File: config.mk
export PLATFORM = sky130hd
export DESIGN_NAME = digit_stream_sequencer
export DESIGN_NICKNAME = d
export VERILOG_FILES = /design/src/rtl/digit_stream_sequencer.sv
export SDC_FILE = /design/constraint.sdc
export NUM_CORES = 1
export LEC_CHECK = 0
export BUFFER_PORTS_ARGS = -buffer_cell sky130_fd_sc_hd__buf_2
export CAP_MARGIN = 30
export CORE_ASPECT_RATIO = 0.9
export CORE_MARGIN = 3
export CORE_UTILIZATION = 54
export DETAILED_ROUTE_END_ITERATION = 8
export HOLD_SLACK_MARGIN = 0.06
export PLACE_DENSITY = 0.91
export SETUP_SLACK_MARGIN = 0.3
export SYNTH_ARGS = -nofsm -noshare
export SYNTH_HDL_FRONTEND = slang
export SYNTH_SLANG_ARGS = --single-unit
File: constraint.sdc
create_clock -name clock -period 3.46 [get_ports clock]
set_clock_uncertainty 0.05 [all_clocks]
set_input_delay 0.173 -clock clock [delete_from_list [all_inputs] [get_ports clock]]
set_output_delay 0.173 -clock clock [all_outputs]
set_load 0.02 [all_outputs]
File: src/rtl/digit_stream_sequencer.sv
// digit_stream_sequencer
//   Source end of the pixel-correlation interface feeding the digit
//   recogniser's max-correlation tracker. On start it walks the captured
//   image against each of NUM_REFS stored templates. It streams byte pairs
//   (current/reference) with temp=1 and inserts one temp=0 compare cycle
//   after every template, carrying that template's index. done pulses once
//   all templates have been compared.
//
// Ports
//   clock, reset          single clock; synchronous active-high reset
//   start                 begin a pass (sampled only while idle)
//   busy, done            pass in progress / one-cycle completion pulse
//   img_rd, img_addr      image RAM read port (address = pixel number)
//   img_data              image RAM data, valid one cycle after img_rd
//   ref_rd, ref_addr      template RAM read port (address = ref*PIXELS + pixel)
//   ref_data              template RAM data, valid one cycle after ref_rd
//   current, reference    registered pixel pair to the tracker
//   temp                  1 = accumulate beat, 0 = compare/clear cycle
//   index                 template number of the latest beat
module digit_stream_sequencer #(
   parameter int PIXELS   = 64,
   parameter int NUM_REFS = 10,
   parameter int IMG_AW   = 6,
   parameter int REF_AW   = 10
) (
   input  logic              clock,
   input  logic              reset,
   input  logic              start,
   output logic              busy,
   output logic              done,
   output logic              img_rd,
   output logic [IMG_AW-1:0] img_addr,
   input  logic [7:0]        img_data,
   output logic              ref_rd,
   output logic [REF_AW-1:0] ref_addr,
   input  logic [7:0]        ref_data,
   output logic [7:0]        current,
   output logic [7:0]        reference,
   output logic              temp,
   output logic [3:0]        index
);

   localparam logic [1:0] IDLE  = 2'd0;
   localparam logic [1:0] RUN   = 2'd1;
   localparam logic [1:0] GAP   = 2'd2;
   localparam logic [1:0] DRAIN = 2'd3;

   localparam logic [IMG_AW-1:0] LAST_PIX = IMG_AW'(PIXELS - 1);
   localparam logic [3:0]        LAST_REF = 4'(NUM_REFS - 1);
   localparam logic [REF_AW-1:0] PIX_STEP = REF_AW'(PIXELS);

   generate
      if (PIXELS < 2 || NUM_REFS < 1 || NUM_REFS > 16 ||
          (2 ** IMG_AW) < PIXELS || (2 ** REF_AW) < NUM_REFS * PIXELS) begin : g_param_check
         $error("digit_stream_sequencer: illegal parameter combination");
      end
   endgenerate

   logic [1:0]        state_q, state_d;
   logic [IMG_AW-1:0] pixel_q, pixel_d;
   logic [3:0]        ref_q, ref_d;
   // Running ref*PIXELS, kept incrementally so no multiplier is needed.
   logic [REF_AW-1:0] ref_base_q, ref_base_d;
   logic              v1_q, v1_d;         // a read was issued last cycle
   logic [3:0]        tag1_q, tag1_d;     // template number of that read
   logic [7:0]        current_q, current_d;
   logic [7:0]        reference_q, reference_d;
   logic              temp_q, temp_d;
   logic [3:0]        index_q, index_d;
   logic              done_q, done_d;
   logic              busy_q, busy_d;
   logic              issue;

   assign issue = (state_q == RUN);

   always_comb begin
      state_d    = state_q;
      pixel_d    = pixel_q;
      ref_d      = ref_q;
      ref_base_d = ref_base_q;
      done_d     = 1'b0;
      case (state_q)
         IDLE: begin
            if (start) begin
               state_d    = RUN;
               pixel_d    = '0;
               ref_d      = '0;
               ref_base_d = '0;
            end
         end
         RUN: begin
            if (pixel_q == LAST_PIX) begin
               pixel_d = '0;
               state_d = GAP;
            end else begin
               pixel_d = pixel_q + IMG_AW'(1);
            end
         end
         GAP: begin
            if (ref_q != LAST_REF) begin
               ref_d      = ref_q + 4'd1;
               ref_base_d = ref_base_q + PIX_STEP;
               state_d    = RUN;
            end else begin
               state_d = DRAIN;
            end
         end
         default: begin
            // Nothing left in flight and the final compare cycle is on the
            // outputs right now: pulse done next cycle.
            if (!v1_q && !temp_q) begin
               done_d  = 1'b1;
               state_d = IDLE;
            end
         end
      endcase
   end

   // Two-stage pipeline: RAM latency, then output register. The template
   // tag rides alongside so index always names the beat being presented.
   always_comb begin
      v1_d        = issue;
      tag1_d      = ref_q;
      temp_d      = v1_q;
      current_d   = current_q;
      reference_d = reference_q;
      index_d     = index_q;
      if (v1_q) begin
         current_d   = img_data;
         reference_d = ref_data;
         index_d     = tag1_q;
      end
      busy_d = (state_d != IDLE) || done_d;
   end

   always_ff @(posedge clock) begin
      if (reset) begin
         state_q     <= IDLE;
         pixel_q     <= '0;
         ref_q       <= '0;
         ref_base_q  <= '0;
         v1_q        <= 1'b0;
         tag1_q      <= '0;
         current_q   <= '0;
         reference_q <= '0;
         temp_q      <= 1'b0;
         index_q     <= '0;
         done_q      <= 1'b0;
         busy_q      <= 1'b0;
      end else begin
         state_q     <= state_d;
         pixel_q     <= pixel_d;
         ref_q       <= ref_d;
         ref_base_q  <= ref_base_d;
         v1_q        <= v1_d;
         tag1_q      <= tag1_d;
         current_q   <= current_d;
         reference_q <= reference_d;
         temp_q      <= temp_d;
         index_q     <= index_d;
         done_q      <= done_d;
         busy_q      <= busy_d;
      end
   end

   assign busy      = busy_q;
   assign done      = done_q;
   assign img_rd    = issue;
   assign ref_rd    = issue;
   assign img_addr  = pixel_q;
   assign ref_addr  = ref_base_q + REF_AW'(pixel_q);
   assign current   = current_q;
   assign reference = reference_q;
   assign temp      = temp_q;
   assign index     = index_q;

endmodule

==> results of run 1 <==
-- state kept, by name (all words and copies together) (netlist names) --
name,cells
reference,8
busy,1
state_q,2
current,8
ref_q,4
img_addr,6
ref_base_q,4
temp_d,1
done,1
index,4
temp,1
tag1_q,4
-- per-stage QoR --
| stage | hold WS [ns] | util | power, µW | cell area [µm²] | worst slack (ns) |
|---|---|---|---|---|---|
| 3_5_place_dp | 0.3667 | 0.6823 | 635.8 | 2190 | 1.790 |
| 2_1_floorplan | 0.2425 | - | 603.6 | 1912 | 1.876 |
| 3_3_place_gp | 0.3576 | 0.6737 | 628.7 | 2162 | 1.743 |
| 6_report | 0.06762 | 0.7127 | 943.2 | 2287 | 1.731 |
| 4_1_cts | 0.06653 | 0.7127 | 941.1 | 2287 | 1.774 |
| 5_1_grt | 0.06189 | 0.7127 | 978.3 | 2287 | 1.645 |
-- logic make-up (layout without fill, tap and decap cells) --
kind of cell	Yosys count	in the layout
buffers and inverters	24	73
AOI/OAI and AO/OA	33	33
and+or+nand+nor	69	69
DFF	44	44
adders and majority gates	6	6
muxes	21	21
other	1	2
xor gates and xnor gates	4	4
-- metal layers --
metal,share of wire,vias to the layer above,GRT usage
li1,-,796,-
met3,0.052,7,0.05576
met1,0.42,724,0.2312
met4,0.011,0,0.07444
met5,0,-,0
met2,0.52,53,0.3480
-- worst max-delay path by stage --
stage | to | slack [ns]
3_3_place_gp | state_q[1] | 1.74
2_1_floorplan | ref_q[2] | 1.88
4_1_cts | ref_q[2] | 1.77
5_1_grt | ref_q[2] | 1.64
6_report | ref_q[2] | 1.73
3_5_place_dp | ref_q[2] | 1.79
-- synthesized netlist by cell type (3+ instances only) --
| cell | count |
|---|---|
| sky130_fd_sc_hd__a21oi_1 | 7 |
| sky130_fd_sc_hd__a31oi_1 | 3 |
| sky130_fd_sc_hd__and3_1 | 3 |
| sky130_fd_sc_hd__buf_2 | 3 |
| sky130_fd_sc_hd__buf_4 | 3 |
| sky130_fd_sc_hd__clkbuf_1 | 11 |
| sky130_fd_sc_hd__dfxtp_1 | 44 |
| sky130_fd_sc_hd__ha_1 | 6 |
| sky130_fd_sc_hd__inv_1 | 4 |
| sky130_fd_sc_hd__mux2i_1 | 21 |
| sky130_fd_sc_hd__nand2_1 | 4 |
| sky130_fd_sc_hd__nand3_1 | 7 |
| sky130_fd_sc_hd__nand3b_1 | 5 |
| sky130_fd_sc_hd__nor2_1 | 26 |
| sky130_fd_sc_hd__nor2b_1 | 8 |
| sky130_fd_sc_hd__nor3_1 | 5 |
| sky130_fd_sc_hd__nor4_1 | 3 |
| sky130_fd_sc_hd__o211a_1 | 3 |
| sky130_fd_sc_hd__o21ai_0 | 7 |
| sky130_fd_sc_hd__xor2_1 | 3 |
-- critical path, cell delays in order (launching register included) --
cell	delay (ns)
sky130_fd_sc_hd__dfxtp_1	0.62
sky130_fd_sc_hd__o21bai_1	0.36
sky130_fd_sc_hd__or4_1	0.49
sky130_fd_sc_hd__a21oi_1	0.15
-- cell type report --
| type | count | area share |
|---|---|---|
| Clock inverter | 3 | 0.008206 |
| Multi-Input combinational cell | 135 | 0.4015 |
| Clock buffer | 5 | 0.03009 |
| Tap cell | 42 | 0.02298 |
| Inverter | 4 | 0.006565 |
| Sequential cell | 44 | 0.3851 |
| Timing Repair Buffer | 61 | 0.1455 |
-- power breakdown --
part / total, µW / internal, µW / switching [µW] / leakage, µW
clock network: 318 / 141 / 177 / 0.0000479
logic: 95.5 / 39.2 / 56.3 / 0.000692
registers: 530 / 518 / 11.7 / 0.000357
==> out/metrics.sh, run 1 <==
DETAIL-ROUTE-ANTENNA-NETS=0
CTS.CLK_SLEW.WORST_PATHS_NS=0.08
LAYOUT-DRIVE-GT1-SHARE=0.2778
CTSLONGESTPATHBUFFERS=2
REGTOREGSTARTPOINT='state_q[1]'
YS_WARN_COUNT=0
TIMING.SLEW.HEADROOM=0.5187
CTS_ROOT_BUF='sky130_fd_sc_hd__clkbuf_8'
PLACE.PORT_BUFFERS=59
CTS.SINKS=44
DIE_WIDTH_UM=68.66
PLACE_HPWL_MM=2.867
MOST-COMMON-LAYOUT-CELLS='sky130_fd_sc_hd__buf_2 (59), sky130_fd_sc_hd__dfxtp_1 (44), sky130_fd_sc_hd__nor2_1 (26)'
SLEW_VIOLATIONS=0
NETLIST_TOP_CELLS_AREA='sky130_fd_sc_hd__dfxtp_1 (46%), sky130_fd_sc_hd__mux2i_1 (11%), sky130_fd_sc_hd__nor2_1 (5.1%)'
MAXCLOCKFREQUENCY_MHz=578.5
HP-START='ref_data[4]'
LAYOUT.FILLER_CELLS=231
HTREEDEPTH=2
SYNTH_AREA_PER_INST_UM2=9.446
TNS_NS=0
COREAREA_UM2=3209
MUXSHAREOFSYNTHAREA=0.1102
ARRIVAL_NS=1.91
ROUTED_VIA_DENSITY=5.374
WIRE_LENGTH_OF_THE_FIRST_GLOBAL_ROUTING_PASS_MM=6.651
DRC=0
DESIGN.DIE.AREA_UM2=4284
SEQ_AREA_UM2=880.8
CP.REQUIRED_NS=3.65
GRT-OVFL-TOTAL=0
TIMING.CRITICAL_PATH.FROM_TYPE='flip-flop'
FIRST_ITER_VIOLATIONS=104
SETUP_BUFS_POST_CTS=0
FRACTION_OF_THE_MAPPED_NETLIST_AREA_IN_SIMPLE_LOGIC_GATES=0.1915
PLACED_CELLS=285
ROUTE.DETAILED.WL_PER_INST_UM=14.40
POST_SYNTH_XOR_AREA_FRACTION=0.01836
SYNTH_SEQ_AREA_SHARE=0.4616
FLOORPLAN.DIE.HEIGHT_UM=62.39
WL_MM=4.235
TIMING.REG2REG.SETUP_SLACK_NS=1.73
CLK-INSERTION-DELAY-LATE_NS=0.30
GRT_UTIL_ALL_LAYERS=0.2025
WORST_SLEW_PIN_SLEW_NS=0.7204
SYNTH_FF_TYPE='sky130_fd_sc_hd__dfxtp_1'
POST_SYNTH_FA_HA_MAJ_AREA_FRACTION=0.03934
LARGEST_FAMILY_OF_LOGIC_CELLS_BY_SYNTHESIZED_AREA='simple AND/OR/NAND/NOR gates'
SYNTH_CELL_TYPE_COUNT=41
SYNTH_ASYNC_SR_FLOP_SHARE=0
HOLD_VIOL_FINAL=0
SYNTH_SEQ_CELLS=44
GRT_SETUP_UNREPAIRED='no'
WHS_PATH_DEPTH=3
DR.PASS1.ITERS=4
HOLD_CLASS='primary input to flip-flop'
SYNTHTOLAYOUTAREAGROWTH_PCT=19.87
SYN_INST=202
PATH_MAX_FANOUT=15
SYNTH_COMPOUND_GATE_AREA_SHARE=0.1180
VIAS=1580
NUMBER_OF_CELLS_ON_THE_WORST_REG_TO_REG_PATH=3
GRT_START_MAX_NET_PINS=38
MULTIINPUTGATEAREA_UM2=918.4
HOLDPATHEND='reference[4]'
LEAKAGE_uW=0.001097
CRIT_START='state_q[1]'
CTS_BUFFERS=5
CTS_TREE='yes'
FINAL_COMMON_CELL='sky130_fd_sc_hd__buf_2'
YOSYS.AREA.TOP_TYPE='sky130_fd_sc_hd__dfxtp_1'
ANTENNA_FOUND_INITIAL=0
SYNTH_CELL_AREA_UM2=1908
VDD_DROP_MAX_V=0.0003547
FINALWEIGHTEDCONGESTION=0.8373
FIRST_GLOBAL_VIAS=1454
FIN_CRIT_SH=0.4996
FINISH.NET_COUNT=276
FINAL-INSTANCE-COUNT-EXCL-FILL=294
WORST_R2R_ENDPOINT='ref_q[2]'
SETUP_VIOLATIONS=0
SYNTH-EDFF-COUNT=0
NUMBER_OF_STANDARD_CELL_ROWS_IN_THE_FLOORPLAN=19
TIME_THE_FINAL_WORST_PATH_NEEDS_WITH_I_O_DELAYS_AND_SETUP_NS=1.729
CTS_HOLD_REPAIR.BUFFERS=1
FLOORPLAN.INITIALDENSITY=0.5945
ANTENNA-DIODE-COUNT=0
OUTCOME='finished clean'
POWER_PER_STANDARD_CELL_AREA_nW_PER_UM2=412.4
CAP_VIOLATIONS=0
IO_PINS=60
CTSRESIZECOUNT=0
SYNTH_TOP_AREA_SHARE=0.4616
CRIT_TYPE='flip-flop to flip-flop'
CRITPATHCAPTURETYPE='flip-flop'
Power figures use the tool's default switching activity.
==> run 2: changes to the inputs <==
- CORE_UTILIZATION: 54 -> 50
- PLACE_DENSITY: 0.91 -> 0.85
- clock period: 3.46 -> 1.65 ns (I/O delays scaled with it)
==> out/metrics.sh, run 2 (same netlist as run 1, synthesis figures left out) <==
OUTCOME='finished clean'
NUMBER_OF_STANDARD_CELL_ROWS_IN_THE_FLOORPLAN=20
CP_CELL_SEQUENCE='inv_2 > ha_4 > and4b_2 > buf_4 > o31a_1 > o211a_1'
ANTENNA-DIODE-COUNT=0
WORST_R2R_ENDPOINT='ref_q[3]'
TIMING.REG2REG.SETUP_SLACK_NS=0.15
FLOORPLAN.DIE.HEIGHT_UM=64.61
VIAS=1761
SEQ_AREA_UM2=898.4
SETUP_VIOLATIONS=0
CTS.SINKS=44
CRIT_TYPE='flip-flop to flip-flop'
CRITPATHCAPTURETYPE='flip-flop'
CP.REQUIRED_NS=1.79
POWER_PER_STANDARD_CELL_AREA_nW_PER_UM2=785.1
VDD_DROP_MAX_V=0.0005664
CRITICAL_PATH.ENDPOINT='ref_q[3]'
GRT-OVFL-TOTAL=0
LAYOUT-DRIVE-GT1-SHARE=0.3489
FINISH.NET_COUNT=302
COREAREA_UM2=3528
HOLD_CLASS='primary input to flip-flop'
FIN_CRIT_SH=0.9068
CTS_TREE='yes'
ROUTE.DETAILED.WL_PER_INST_UM=15.73
CRITICAL_PATH_BUFFER_AND_INVERTER_COUNT=2
PLACE_HPWL_MM=2.811
SYNTHTOLAYOUTAREAGROWTH_PCT=35.80
DETAIL-ROUTE-ANTENNA-NETS=0
REGTOREGSTARTPOINT='ref_q[1]'
LEAKAGE_uW=0.001220
CTSLONGESTPATHBUFFERS=2
GRT_START_MAX_NET_PINS=29
DIE_WIDTH_UM=71.12
PATH_MAX_FANOUT=4
CPLARGESTDELAYFAMILY='compound AO/OA/AOI/OAI gates'
CLK-INSERTION-DELAY-LATE_NS=0.30
FINAL_AREA_UM2=2591
TOTAL_POWER_uW=2034
NUMBER_OF_CELLS_ON_THE_WORST_REG_TO_REG_PATH=6
FIN_HOLD_WS_NS=0.06508
WORST_PATH_LARGEST_CELL_DELAY_NS=0.34
CAP_VIOLATIONS=0
TIME_THE_FINAL_WORST_PATH_NEEDS_WITH_I_O_DELAYS_AND_SETUP_NS=1.496
ANTENNA_FOUND_INITIAL=0
IO_PINS=60
DRC=0
TNS_NS=0
GRT_SETUP_UNREPAIRED='yes'
MOST-COMMON-LAYOUT-CELLS='sky130_fd_sc_hd__buf_2 (57), sky130_fd_sc_hd__dfxtp_1 (36), sky130_fd_sc_hd__nor2_1 (26)'
DR.PASS1.ITERS=5
ROUTED_VIA_DENSITY=5.469
SLEW_VIOLATIONS=0
LAYOUT.FILLER_CELLS=229
GRT_UTIL_ALL_LAYERS=0.2118
HTREEDEPTH=2
HOLD_VIOL_FINAL=0
WL_MM=5.065
CTS_ROOT_BUF='sky130_fd_sc_hd__clkbuf_8'
WORST_SLEW_PIN_SLEW_NS=0.5285
FLOORPLAN.INITIALDENSITY=0.5408
FINAL_COMMON_CELL='sky130_fd_sc_hd__buf_2'
CTS_BUFFERS=5
TIMING.SLEW.HEADROOM=0.6475
FIRST_ITER_VIOLATIONS=129
MULTIINPUTGATEAREA_UM2=978.4
CRIT_START='ref_q[1]'
PLACE.PORT_BUFFERS=59
WIRE_LENGTH_OF_THE_FIRST_GLOBAL_ROUTING_PASS_MM=7.610
MAXCLOCKFREQUENCY_MHz=668.4
TIMING.CRITICAL_PATH.FROM_TYPE='flip-flop'
CTS.CLK_SLEW.WORST_PATHS_NS=0.08
CRIT_SLOWEST_CELL='sky130_fd_sc_hd__dfxtp_2'
ARRIVAL_NS=1.64
FIRST_GLOBAL_VIAS=1596
STANDARD_CELL_AREA_AFTER_DETAILED_PLACEMENT_UM2=2236
DESIGN.DIE.AREA_UM2=4594
TIMING.CRITICAL_PATH.DEPTH=6
FINALWEIGHTEDCONGESTION=0.8073
==> run 2: cell count changes in the layout (fill, tap and decap cells not counted), sizes merged <==
cell,before,now
clkbuf,5,6
buf,60,68
dlygate4sd3,1,18
==> run 2: report_power, final <==
part,total (µW),leakage (µW),switching [µW],internal (µW)
clock network,669,0.0000479,374,295
registers,1100,0.000362,17.7,1090
logic,263,0.000810,145,118
==> run 2: cell type report <==
cell class,count,share of cell area
Clock inverter,3,0.007243
Clock buffer,5,0.02656
Inverter,4,0.005794
Sequential cell,44,0.3467
Tap cell,44,0.02125
Multi-Input combinational cell,135,0.3776
Timing Repair Buffer,87,0.2149
==> run 2: metal layers <==
metal  wire length [µm]  global-route usage  share of wire  up-vias
li1                   -                   -              -      843
met1               1997              0.2443           0.39      829
met2               2621              0.3727           0.52       74
met3                317             0.04496          0.063       15
met4                129             0.09859          0.025        0
met5                  0                   0              0        -
==> run 2: worst min path at each step <==
stage	start	end	slack (ns)	depth (start not counted)
6_report	reset	state_q[0]	0.07	3
5_1_grt	reset	state_q[0]	0.07	3
2_1_floorplan	start	busy	0.15	2
4_1_cts	reset	state_q[0]	0.07	3
3_5_place_dp	ref_data[3]	reference[3]	0.28	3
3_3_place_gp	ref_data[6]	reference[6]	0.27	3
==> run 2: per-stage QoR <==
stage	cells	worst slack (ns)	util
floorplan	203	0.1439	-
global route	322	0.1031	0.7344
finish	322	0.1538	0.7344
detailed placement	290	0.09731	0.6337
CTS	320	0.1781	0.7216
global placement	290	0.1451	0.6337
==> run 2: repair_timing <==
item	in CTS	in global routing
hold buffers	18	0
setup buffers	4	2
pin swaps	0	2
endpoints found under the setup margin	13	13
gates resized for setup	6	12
hold endpoints to repair	21	0
==> run 2: worst register-to-register path, stage by stage, from the launching register on <==
cell and delay, ns:
sky130_fd_sc_hd__dfxtp_2 0.34, sky130_fd_sc_hd__inv_2 0.05, sky130_fd_sc_hd__ha_4 0.15, sky130_fd_sc_hd__and4b_2 0.24, sky130_fd_sc_hd__buf_4 0.15, sky130_fd_sc_hd__o31a_1 0.23
sky130_fd_sc_hd__o211a_1 0.20
==> run 3: changes to the inputs <==
- CORE_UTILIZATION: 50 -> 52
- CTS_BUF_LIST: unset -> sky130_fd_sc_hd__clkbuf_8
- PLACE_DENSITY: 0.85 -> 0.88
==> out/metrics.sh, run 3 (same netlist as run 1, synthesis figures left out) <==
FINAL.SETUP.WORST_SLACK_NS=0.1311
VDD_DROP_MAX_V=0.0006187
FIN_CRIT_SH=0.9205
FINALWEIGHTEDCONGESTION=0.7991
TOP_SIGNAL_LAYER_USED='met4'
FINAL_AREA_UM2=2691
WHS_PATH_DEPTH=3
DESIGN.DIE.AREA_UM2=4433
PLACE.PORT_BUFFERS=59
FLOORPLAN.DIE.HEIGHT_UM=63.47
CTSLONGESTPATHBUFFERS=2
TIMING.CRITICAL_PATH.DEPTH=5
CAP_VIOLATIONS=0
ANTENNA_FOUND_INITIAL=0
WORST_PATH_LARGEST_CELL_DELAY_NS=0.49
DP_WORST_SETUP_SLACK_NS=0.1076
CTS.CLK_SLEW.WORST_PATHS_NS=0.08
CRIT_TYPE='flip-flop to flip-flop'
WL_MM=5.833
GRT_SETUP_UNREPAIRED='yes'
ROUTE.DETAILED.WL_PER_INST_UM=18.00
STANDARD_CELL_AREA_AFTER_DETAILED_PLACEMENT_UM2=2236
NUMBER_OF_STANDARD_CELL_ROWS_IN_THE_FLOORPLAN=20
CLK-INSERTION-DELAY-LATE_NS=0.30
MOST-COMMON-LAYOUT-CELLS='sky130_fd_sc_hd__buf_2 (57), sky130_fd_sc_hd__dfxtp_1 (34), sky130_fd_sc_hd__nor2_1 (26)'
FIRST_GLOBAL_VIAS=1727
GRT_UTIL_ALL_LAYERS=0.2389
FIRST_ITER_VIOLATIONS=175
PLACE_HPWL_MM=2.812
DETAILROUTE.WIRELENGTH.MET3_UM=315
FINAL_COMMON_CELL='sky130_fd_sc_hd__buf_2'
TOTAL_POWER_uW=2194
COREAREA_UM2=3453
ANTENNA-DIODE-COUNT=0
TIMING.REG2REG.SETUP_SLACK_NS=0.13
DETAIL-ROUTE-ANTENNA-NETS=0
FINAL_CORE_UTIL=0.7793
CTS.SINKS=44
CPLARGESTDELAYFAMILY='simple AND/OR/NAND/NOR gates'
REGTOREGSTARTPOINT='ref_q[1]'
CP_CELL_SEQUENCE='inv_2 > ha_4 > and4b_2 > or4_1 > a21oi_2'
CRIT_START='ref_q[1]'
LEAKAGE_uW=0.001250
OUTCOME='finished clean'
CTS_BUFFERS=5
DIE_WIDTH_UM=69.85
WORST_R2R_ENDPOINT='ref_q[2]'
CP.REQUIRED_NS=1.84
WIRE_LENGTH_OF_THE_FIRST_GLOBAL_ROUTING_PASS_MM=8.349
VIAS=1832
TIME_THE_FINAL_WORST_PATH_NEEDS_WITH_I_O_DELAYS_AND_SETUP_NS=1.519
FLOORPLAN.INITIALDENSITY=0.5525
NUMBER_OF_CELLS_ON_THE_WORST_REG_TO_REG_PATH=5
ROUTED-WL-MET2_MM=3.034
FINISH.NET_COUNT=304
GRT_START_MAX_NET_PINS=31
DRC=0
MAXCLOCKFREQUENCY_MHz=658.4
TNS_NS=0
CRIT_SLOWEST_CELL='sky130_fd_sc_hd__or4_1'
DR.PASS1.ITERS=4
HOLD_VIOL_FINAL=0
LAYOUT-DRIVE-GT1-SHARE=0.3786
HTREEDEPTH=2
PATH_MAX_FANOUT=2
SETUP_VIOLATIONS=0
SLEW_VIOLATIONS=0
ROUTED_VIA_DENSITY=5.654
ARRIVAL_NS=1.71
HOLD_CLASS='primary input to flip-flop'
M1WIRELENGTH_MM=2.286
IO_PINS=60
HP-START='reset'
CRITPATHCAPTURETYPE='flip-flop'
TIMING.CRITICAL_PATH.FROM_TYPE='flip-flop'
SYNTHTOLAYOUTAREAGROWTH_PCT=41.05
CRITICAL_PATH_BUFFER_AND_INVERTER_COUNT=1
POWER_PER_STANDARD_CELL_AREA_nW_PER_UM2=815.2
CTS_ROOT_BUF='sky130_fd_sc_hd__clkbuf_8'
HOLDPATHEND='temp_d'
GRT-OVFL-TOTAL=0
CTS_TREE='yes'
LAYOUT.FILLER_CELLS=208
## run 3: per-stage QoR
| stage | cells | hold WS, ns |
|---|---|---|
| after detailed placement | 290 | 0.2738 |
| after global placement | 290 | 0.2676 |
| final | 324 | 0.2022 |
| after global routing | 324 | 0.1926 |
| after floorplan | 203 | 0.1520 |
| after CTS | 319 | 0.1203 |
## run 3: worst max path at each step
stage,to,slack (ns)
finish,ref_q[2],0.13
global route,ref_base_q[9],0.09
CTS,ref_q[2],0.16
detailed placement,ref_q[2],0.11
global placement,ref_q[2],0.15
floorplan,ref_q[2],0.14
## run 3: area by class of cell
cell class	count	area, µm²	share of cell area
clock buffers	5	68.82	0.02557
inverters	4	15.01	0.005579
flip-flops and latches	44	900.9	0.3347
well taps	44	55.05	0.02046
clock inverters	3	38.79	0.01441
multi-input cells	135	1020	0.3789
repair buffers	89	593.1	0.2204
## run 3: where the power goes
part           internal (µW)  switching, µW
Clock                    443            373
Combinational            122            150
Sequential              1090           20.1
## run 3: tightest hold or removal path, cell delays in order
cell	delay, ns
sky130_fd_sc_hd__buf_2	0.15
sky130_fd_sc_hd__or3b_4	0.21
sky130_fd_sc_hd__inv_1	0.06
## run 3: what timing repair did
item	4_1_cts	5_1_grt
setup buffers	2	5
hold buffers	19	0
pin swaps	1	1
gates cloned	0	0
resized for setup	10	15
endpoints found under the hold margin	20	0
setup endpoints to repair	13	19
## run 3: per-layer routing
metal,vias up,GRT usage
met1,885,0.2700
met2,77,0.4257
met4,0,0.08134
met5,-,0
met3,21,0.07177
li1,849,-
